<file path="config.mk">
export PLATFORM = sky130hd
export DESIGN_NAME = pipe_stall_ctrl
export DESIGN_NICKNAME = d
export VERILOG_FILES = /design/src/rtl/pipe_ctrl_pkg.sv /design/src/rtl/load_use_cmp.sv /design/src/rtl/pipe_stall_ctrl.sv
export SDC_FILE = /design/constraint.sdc
export NUM_CORES = 1
export LEC_CHECK = 0
export BUFFER_PORTS_ARGS = -buffer_cell sky130_fd_sc_hd__buf_4
export CAP_MARGIN = 20
export CORE_MARGIN = 4
export CORE_UTILIZATION = 45
export CTS_CLUSTER_DIAMETER = 200
export DETAILED_ROUTE_END_ITERATION = 12
export GPL_ROUTABILITY_DRIVEN = 0
export PLACE_DENSITY = 0.69
export SYNTH_ARGS = -nofsm -noshare
export SYNTH_HDL_FRONTEND = slang
export SYNTH_SLANG_ARGS = --single-unit
</file>
<file path="constraint.sdc">
create_clock -name clk_i -period 2.54 [get_ports clk_i]
set_clock_uncertainty 0.1 [all_clocks]
set_input_delay 0.127 -clock clk_i [delete_from_list [all_inputs] [get_ports clk_i]]
set_output_delay 0.127 -clock clk_i [all_outputs]
set_load 0.1 [all_outputs]
</file>
<file path="src/rtl/pipe_ctrl_pkg.sv">
// rtl/pipe_ctrl_pkg.sv - shared types and constants for the pipeline stall/flush sequencer
package pipe_ctrl_pkg;

  localparam int REG_IDX_W = 5;
  localparam int STATE_W   = 2;

  typedef enum logic [STATE_W-1:0] {
    ST_RUN      = 2'd0,
    ST_MD_BUSY  = 2'd1,
    ST_MEM_WAIT = 2'd2
  } state_e;

  typedef struct packed {
    logic pc_write;
    logic if_id_write;
    logic id_ex_write;
    logic ex_mem_write;
    logic if_id_flush;
    logic id_ex_flush;
    logic ex_mem_flush;
  } ctrl_t;

  localparam ctrl_t CTRL_RESET    = 7'b0000_000;
  localparam ctrl_t CTRL_RUN      = 7'b1111_000;
  localparam ctrl_t CTRL_FREEZE   = 7'b0000_000;
  // EX is occupied: hold the front end and feed bubbles into MEM.
  localparam ctrl_t CTRL_MD_STALL = 7'b0001_001;

endpackage

</file>
<file path="src/rtl/load_use_cmp.sv">
// rtl/load_use_cmp.sv - load-use hazard comparator between the load in EX and the sources in ID
module load_use_cmp
  import pipe_ctrl_pkg::*;
(
  input  logic [REG_IDX_W-1:0] rs1_i,
  input  logic [REG_IDX_W-1:0] rs2_i,
  input  logic [REG_IDX_W-1:0] rd_i,
  input  logic                 memread_i,
  output logic                 hazard_o
);

  // x0 is hardwired to zero, so a load targeting it never creates a dependency.
  assign hazard_o = memread_i && (rd_i != '0) && ((rd_i == rs1_i) || (rd_i == rs2_i));

endmodule

</file>
<file path="src/rtl/pipe_stall_ctrl.sv">
// rtl/pipe_stall_ctrl.sv - central stall/flush sequencer for the 5-stage integer pipeline
module pipe_stall_ctrl
  import pipe_ctrl_pkg::*;
#(
  parameter int MD_MAX_CYC = 64,
  parameter int CNT_W      = 32
) (
  input  logic                 clk_i,
  input  logic                 rst_n_i,
  input  logic [REG_IDX_W-1:0] if_id_rs1_i,
  input  logic [REG_IDX_W-1:0] if_id_rs2_i,
  input  logic [REG_IDX_W-1:0] id_ex_rd_i,
  input  logic                 id_ex_memread_i,
  input  logic                 branch_taken_i,
  input  logic                 md_start_i,
  input  logic                 md_done_i,
  input  logic                 dmem_req_i,
  input  logic                 dmem_ready_i,
  input  logic                 stall_cnt_clr_i,
  output logic                 pc_write_o,
  output logic                 if_id_write_o,
  output logic                 id_ex_write_o,
  output logic                 ex_mem_write_o,
  output logic                 if_id_flush_o,
  output logic                 id_ex_flush_o,
  output logic                 ex_mem_flush_o,
  output logic                 md_timeout_o,
  output logic [STATE_W-1:0]   state_o,
  output logic [CNT_W-1:0]     stall_cnt_o
);

  localparam int WD_W = $clog2(MD_MAX_CYC + 1);

  state_e           state_q, state_d;
  logic             ret_md_q, ret_md_d;
  logic             done_pend_q, done_pend_d;
  logic [WD_W-1:0]  wd_q, wd_d;
  logic [CNT_W-1:0] cnt_q, cnt_d;

  logic  freeze;
  logic  lu_haz;
  logic  timeout;
  logic  run_start;
  ctrl_t run_ctrl;
  ctrl_t ctrl;
  ctrl_t ctrl_out;

  load_use_cmp u_load_use_cmp (
    .rs1_i     (if_id_rs1_i),
    .rs2_i     (if_id_rs2_i),
    .rd_i      (id_ex_rd_i),
    .memread_i (id_ex_memread_i),
    .hazard_o  (lu_haz)
  );

  assign freeze = dmem_req_i & ~dmem_ready_i;

  always_comb begin
    run_ctrl  = CTRL_RUN;
    run_start = 1'b0;
    if (branch_taken_i) begin
      run_ctrl.if_id_flush = 1'b1;
      run_ctrl.id_ex_flush = 1'b1;
    end else if (md_start_i) begin
      run_ctrl  = CTRL_MD_STALL;
      run_start = 1'b1;
    end else if (lu_haz) begin
      run_ctrl.pc_write    = 1'b0;
      run_ctrl.if_id_write = 1'b0;
      run_ctrl.id_ex_flush = 1'b1;
    end
  end

  always_comb begin
    ctrl        = CTRL_RUN;
    state_d     = state_q;
    ret_md_d    = ret_md_q;
    done_pend_d = done_pend_q;
    wd_d        = wd_q;
    timeout     = 1'b0;
    if (freeze) begin
      ctrl = CTRL_FREEZE;
      if (state_q != ST_MEM_WAIT) begin
        ret_md_d = (state_q == ST_MD_BUSY);
        state_d  = ST_MEM_WAIT;
      end
      // The unit pulses done only once, so remember it across the freeze.
      if (md_done_i && ((state_q == ST_MD_BUSY) || ((state_q == ST_MEM_WAIT) && ret_md_q))) begin
        done_pend_d = 1'b1;
      end
    end else begin
      case (state_q)
        ST_RUN: begin
          ctrl = run_ctrl;
          if (run_start) begin
            state_d = ST_MD_BUSY;
            wd_d    = WD_W'(1);
          end
        end
        ST_MD_BUSY: begin
          if (md_done_i || done_pend_q) begin
            ctrl        = CTRL_RUN;
            state_d     = ST_RUN;
            done_pend_d = 1'b0;
            wd_d        = '0;
          end else if (wd_q == WD_W'(MD_MAX_CYC)) begin
            ctrl        = CTRL_RUN;
            timeout     = 1'b1;
            state_d     = ST_RUN;
            wd_d        = '0;
          end else begin
            ctrl = CTRL_MD_STALL;
            wd_d = wd_q + WD_W'(1);
          end
        end
        ST_MEM_WAIT: begin
          // Release cycle: resume the interrupted context; a pending done is taken next cycle.
          if (ret_md_q) begin
            ctrl    = CTRL_MD_STALL;
            state_d = ST_MD_BUSY;
            if (md_done_i) begin
              done_pend_d = 1'b1;
            end
          end else begin
            ctrl    = run_ctrl;
            state_d = ST_RUN;
            if (run_start) begin
              state_d = ST_MD_BUSY;
              wd_d    = WD_W'(1);
            end
          end
        end
        default: begin
          state_d = ST_RUN;
        end
      endcase
    end
  end

  always_comb begin
    cnt_d = cnt_q;
    if (stall_cnt_clr_i) begin
      cnt_d = '0;
    end else if (!ctrl.pc_write && (cnt_q != {CNT_W{1'b1}})) begin
      cnt_d = cnt_q + CNT_W'(1);
    end
  end

  always_ff @(posedge clk_i or negedge rst_n_i) begin
    if (!rst_n_i) begin
      state_q     <= ST_RUN;
      ret_md_q    <= 1'b0;
      done_pend_q <= 1'b0;
      wd_q        <= '0;
      cnt_q       <= '0;
    end else begin
      state_q     <= state_d;
      ret_md_q    <= ret_md_d;
      done_pend_q <= done_pend_d;
      wd_q        <= wd_d;
      cnt_q       <= cnt_d;
    end
  end

  assign ctrl_out       = rst_n_i ? ctrl : CTRL_RESET;
  assign pc_write_o     = ctrl_out.pc_write;
  assign if_id_write_o  = ctrl_out.if_id_write;
  assign id_ex_write_o  = ctrl_out.id_ex_write;
  assign ex_mem_write_o = ctrl_out.ex_mem_write;
  assign if_id_flush_o  = ctrl_out.if_id_flush;
  assign id_ex_flush_o  = ctrl_out.id_ex_flush;
  assign ex_mem_flush_o = ctrl_out.ex_mem_flush;
  assign md_timeout_o   = timeout & rst_n_i;
  assign state_o        = state_q;
  assign stall_cnt_o    = cnt_q;

endmodule

</file>
Word level (Yosys, flattened, before mapping) --
Cells that the tools add are included.
Storage, ports and cells: bits of input ports 24, word-level logic and storage cells 84, output and inout port bits 42, register bits after elaboration 43
Cells by class: bitwise logic cells 4, reduce and logical (&&, ||, !) cells 18, mux-type cells 40, add/subtract/negate cells 2, eq/ne operators 15
Operators by type and width (number):
- $mux 32 | 2
- $mux 7 | 9
- $pmux 7 s3 | 2
- $add 32x1->32 const B | 1
- $ne 32x32->1 const B | 1
- $mux 2 | 8
- $mux 1 | 15
- $eq 5x5->1 | 2
- $ne 3x3->1 const B | 3
- $add 7x1->7 const B | 1
- $eq 7x7->1 const B | 1
- $pmux 2 s3 | 1
- $reduce_and 3->1 | 2
- $reduce_bool 3->1 | 2
- $logic_and 1x1->1 | 5
- $reduce_and 5->1 | 1
- $reduce_bool 5->1 | 1
- $mux 4 | 1
- $ne 2x1->1 const B | 2
- $ne 2x2->1 const B | 2
- $ne 4x2->1 const B | 1
- $logic_or 1x1->1 | 3
- $mux 3 | 1
- $ne 3x2->1 const B | 1
- other kinds (9) | 11

Depth between registers and ports, before layout --
depth in word-level cells 13, mapped depth 10, depth with buffers taken out 8

Modules after synthesis --
From an unflattened synthesis, not the netlist that was laid out.
Second synthesis, totals: cell total of the unflattened synthesis 283, area total of the unflattened synthesis 2562.5 µm²
Modules (own cells, without submodules):
- pipe_stall_ctrl | area each 2437.3 µm², cells each 266, seq. area each 1076.0 µm², instances 1
- load_use_cmp | area each 125.1 µm², cells each 17, seq. area each 0.0 µm², instances 1

Worst setup path after synthesis --
No wires, ideal clock.
path type reg2out, start point register state_q[0] (netlist: state_o[0]), end point output port ex_mem_flush_o, path slack -1.880 ns, data arrival time 4.193 ns, stages on the path, launching flop included 7, buffers on the path 1, required time 2.313 ns, cells stage by stage dfrtp_1 -> clkbuf_1 -> nand2b_1 -> nor3_1 -> nand2_1 -> o21a_1 -> a211oi_1
On the way: longest elaborated chain between the ends 4, elaborated cells between the ends (all ways) 6, those cells by class eq/ne (2); mux (3); reduce/logical (1)
Ends and longest elaborated chain:
- from (decl) | line pipe_stall_ctrl.sv:34 | state_e state_q, state_d;
- from (signal assigned) | line pipe_stall_ctrl.sv:157 | state_q <= state_d;
- $eq 2x2->1 (tied with other cells) | line pipe_stall_ctrl.sv:92 | case (state_q)
- $pmux 7 s3 * | line pipe_stall_ctrl.sv:92
- $mux 7 * | line pipe_stall_ctrl.sv:81 | if (freeze) begin
- $mux 7 * | line pipe_stall_ctrl.sv:165 | assign ctrl_out = rst_n_i ? ctrl : CTRL_RESET;
- to (decl) | line pipe_stall_ctrl.sv:26 | output logic ex_mem_flush_o,
Mark *: on every way between the ends. The rest lies on a longest branch, timed or not.

Worst setup path in the final report --
start point register wd_q[3], end point output port if_id_write_o
On the way: longest elaborated chain between the ends 6
Ends and longest elaborated chain:
- from (decl) | line pipe_stall_ctrl.sv:37 | logic [WD_W-1:0] wd_q, wd_d;
- from (signal assigned) | line pipe_stall_ctrl.sv:160 | wd_q <= wd_d;
- $eq 7x7->1 | line pipe_stall_ctrl.sv:106 | end else if (wd_q == WD_W'(MD_MAX_CYC)) begin
- $mux 7 | line pipe_stall_ctrl.sv:106
- $mux 7 | line pipe_stall_ctrl.sv:101 | if (md_done_i || done_pend_q) begin
- $pmux 7 s3 | line pipe_stall_ctrl.sv:92
- $mux 7 | line pipe_stall_ctrl.sv:81
- $mux 7 | line pipe_stall_ctrl.sv:165
- to (decl) | line pipe_stall_ctrl.sv:21 | output logic if_id_write_o,
No other way between the ends.

==> metrics.md <==
| Metric | Value |
|---|---|
| Outcome | `complete, no violations` |
| Die area | `0.00706 sq mm` |
| Crit path capture type | `primary output` |
| Initial antenna violation count | `0` |
| Worst hold path class | `input port to register` |
| RR Startpoint | `wd_q[0]` |
| TritonCTS Buffers | `5` |
| Overflow after GRT | `0` |
| Core box area | `0.00554 sq mm` |
| # setup viols final | `0` |
| CTS Sinks | `43` |
| Worst r2r dst | `stall_cnt_o[17]` |
| First-pass GRT wire length | `10500 microns` |
| Hold Crit Start | `stall_cnt_clr_i` |
| Sequential cell area fraction in the yosys report | `41.4%` |
| Post-Syn Instances | `301` |
| WL final | `6140 microns` |
| EDFF count, synth | `0` |
| Vias | `2380` |
| Syn Std Cell Area | `0.00260 sq mm` |
| Largest net degree at the start of global routing | `44` |
| ANT cells | `0` |
| CTS tree | `done` |
| Die Wd | `84.0 microns` |
| Synth cell types | `41` |
| Post-synth top flop | `dfrtp_1` |
| # rows | `27` |
| Total Nets Final | `405` |
| Data arrival, critical path | `2.19 ns` |
| Iter 0 DRT Violations | `77` |
| R2R cell count | `8` |
| Synthesis Warnings | `0` |
| Maximum vdd drop | `0.271 mV` |
| Post-route cell area | `0.00354 sq mm` |
| Area delta synth->final | `36.3%` |
| Via count of the first global-routing pass | `2376` |
| Root Driver | `clkbuf_8` |
| Yosys top cell by area | `dfrtp_1` |
| Net Count, Synth | `328` |
| Max cap viols | `0` |
| WHS Path Cells | `2` |
| Async SR Flop Fraction | `100%` |
| Commonest non-fill, non-tap cell in the layout | `buf_4` |
| Worst-Margin Slew | `0.539 ns` |
| Layout cells sized above 1 | `37.2%` |
| Main area contributors after synthesis | `dfrtp_1, xor2_1, nor2_1, nand3_1, and3_1` |
| Max Transition Viols Final | `0` |
| CP Launch Type | `register` |
| Worst Hold End | `stall_cnt_o[11]` |
| Filler cells | `511` |
| Met1 usage | `21.7%` |
| Final hold violations | `0` |
| Reg area | `0.00115 sq mm` |
| Dpl ws | `0.133 ns` |
| CTS clk-pin slew, worst paths | `0.09 ns` |
| Final core utilization | `64.0%` |
| Antenna-violating nets left | `0` |
| Fmax | `414 MHz` |
| Worst R2R Setup Slack | `0.18 ns` |
| Leakage power | `1.59 nW` |
| Drt drc | `0` |
| Pre-antenna DRT Iters | `4` |
| Pwr dens | `455 mW/mm^2` |
| WS Path Type | `register to primary output` |
| Post-route setup slack | `0.124 ns` |
| Met3 GRT Util | `4.54%` |
| Cell Area, Placed | `0.00338 sq mm` |
| Yosys top cell area share | `41.4%` |
| Final HPWL DP | `4630 microns` |
| Latest clock arrival within the worst-skew pair | `0.29 ns` |
| Flops & latches, synth | `43` |
| Die height | `84.0 microns` |
| Crit-path max FO | `5` |
| RSZ-0062 raised after global routing | `no` |
| Required time worst endpoint | `2.31 ns` |
| Pwr Total | `1.61 mW` |
| Area of the multi-input gates | `0.00155 sq mm` |
| Period utilization | `95.1%` |
| GR peak layer | `met2` |
| Initial Util | `47.0%` |
| Port Buffer Count | `65` |
| H-tree levels | `2` |
| Max Root-Sink Buffers | `2` |
| GRT met2 Usage | `30.9%` |
| WL/cell | `13.6 microns` |
| Vias/cell | `5.28` |
| Total track usage | `17.8%` |
| Rel. slew slack | `64.1%` |
| Fin crit period | `2.42 ns` |
| I/O pins | `66` |
| Avg Cell Area, Syn | `8.64 sq um` |
| Most frequent cells in the layout | `buf_4, nor2_1, xor2_1` |
==> critical path, stage by stage, from the launching register on <==
cell,delay (ns)
dfrtp_1,0.42
nor4_2,0.27
nand3_1,0.13
buf_4,0.17
nand2_1,0.14
o21a_2,0.22
nand2_2,0.09
a31oi_4,0.23
buf_12,0.21
==> power by group <==
group          switching [mW]  internal (mW)
Combinational           0.292          0.139
Sequential             0.0376          0.714
Clock                   0.240          0.191
Total                   0.569           1.04
==> Yosys cell counts (2+ instances only) <==
cell type	n
nor2_1	53
dfrtp_1	43
xor2_1	34
nand2_1	23
nand3_1	20
and3_1	15
o21ai_0	14
nand4_1	13
inv_1	9
a21oi_1	8
nor3_1	8
clkbuf_1	7
nor2b_1	6
nand2b_1	5
o31ai_1	4
ha_1	3
or3_1	3
a211oi_1	2
and4_1	2
buf_6	2
mux2_1	2
nand3_2	2
o21a_1	2
or2_1	2
or3b_1	2
or4_1	2
==> registers in the layout, indices dropped and copies added, names as in the netlist <==
name         cells
done_pend_q      1
stall_cnt_o     32
wd_q             7
state_o          2
ret_md_q         1
==> layout make-up <==
cell class | count | share of cell area [%]
clock buffer | 5 | 1.94
clock inverter | 3 | 0.565
inverter | 9 | 0.953
multi-input combinational | 239 | 43.7
sequential | 43 | 32.5
tap | 72 | 2.54
timing repair buffer | 80 | 17.8
==> how the worst max path moves through the flow <==
stage / end / from / cells past startpoint / slack (ns)
final: if_id_write_o / wd_q[3] / 8 / 0.12
after floorplan: stall_cnt_o[20] / stall_cnt_o[0] / 9 / -0.04
after global placement: stall_cnt_o[31] / stall_cnt_o[10] / 7 / 0.18
after detailed placement: stall_cnt_o[31] / stall_cnt_o[10] / 7 / 0.13
after CTS: if_id_write_o / wd_q[3] / 8 / -0.03
after global routing: if_id_write_o / wd_q[3] / 8 / 0.008
==> cell families (layout without fill, tap and decap cells) <==
kind of cell,count (synthesis),count (layout),synth area share [%]
adder cells (fa/ha/maj),3,3,1.44
flip-flops,43,43,41.4
buffers and inverters,19,97,3.46
AND/OR/NAND/NOR,163,163,32.1
AO/OA/AOI/OAI,35,35,8.51
multiplexers,3,3,1.30
XOR/XNOR,35,35,11.8
==> timing repair <==
item,CTS,global route
gates resized for setup,0,11
setup endpoints to repair,2,4
pin swaps,0,1
hold buffers,2,0
setup buffers,0,2
endpoints found under the hold margin,44,0
==> per-layer routing <==
| layer | vias to the layer above | share of wire [%] |
|---|---|---|
| met4 | 0 | 1.3 |
| met3 | 7 | 5.6 |
| met1 | 1130 | 44 |
| met2 | 59 | 49 |
| li1 | 1184 | - |
| met5 | - | 0 |
==> metrics by stage <==
step	setup TNS, ns	hold slack, ns	instances
3_5_place_dp	0	0.186	439
4_1_cts	-0.0510	0.125	449
3_3_place_gp	0	0.179	439
2_1_floorplan	-0.136	-0.269	301
5_1_grt	0	0.129	451
6_report	0	0.130	451
Power figures use the tool's default switching activity.
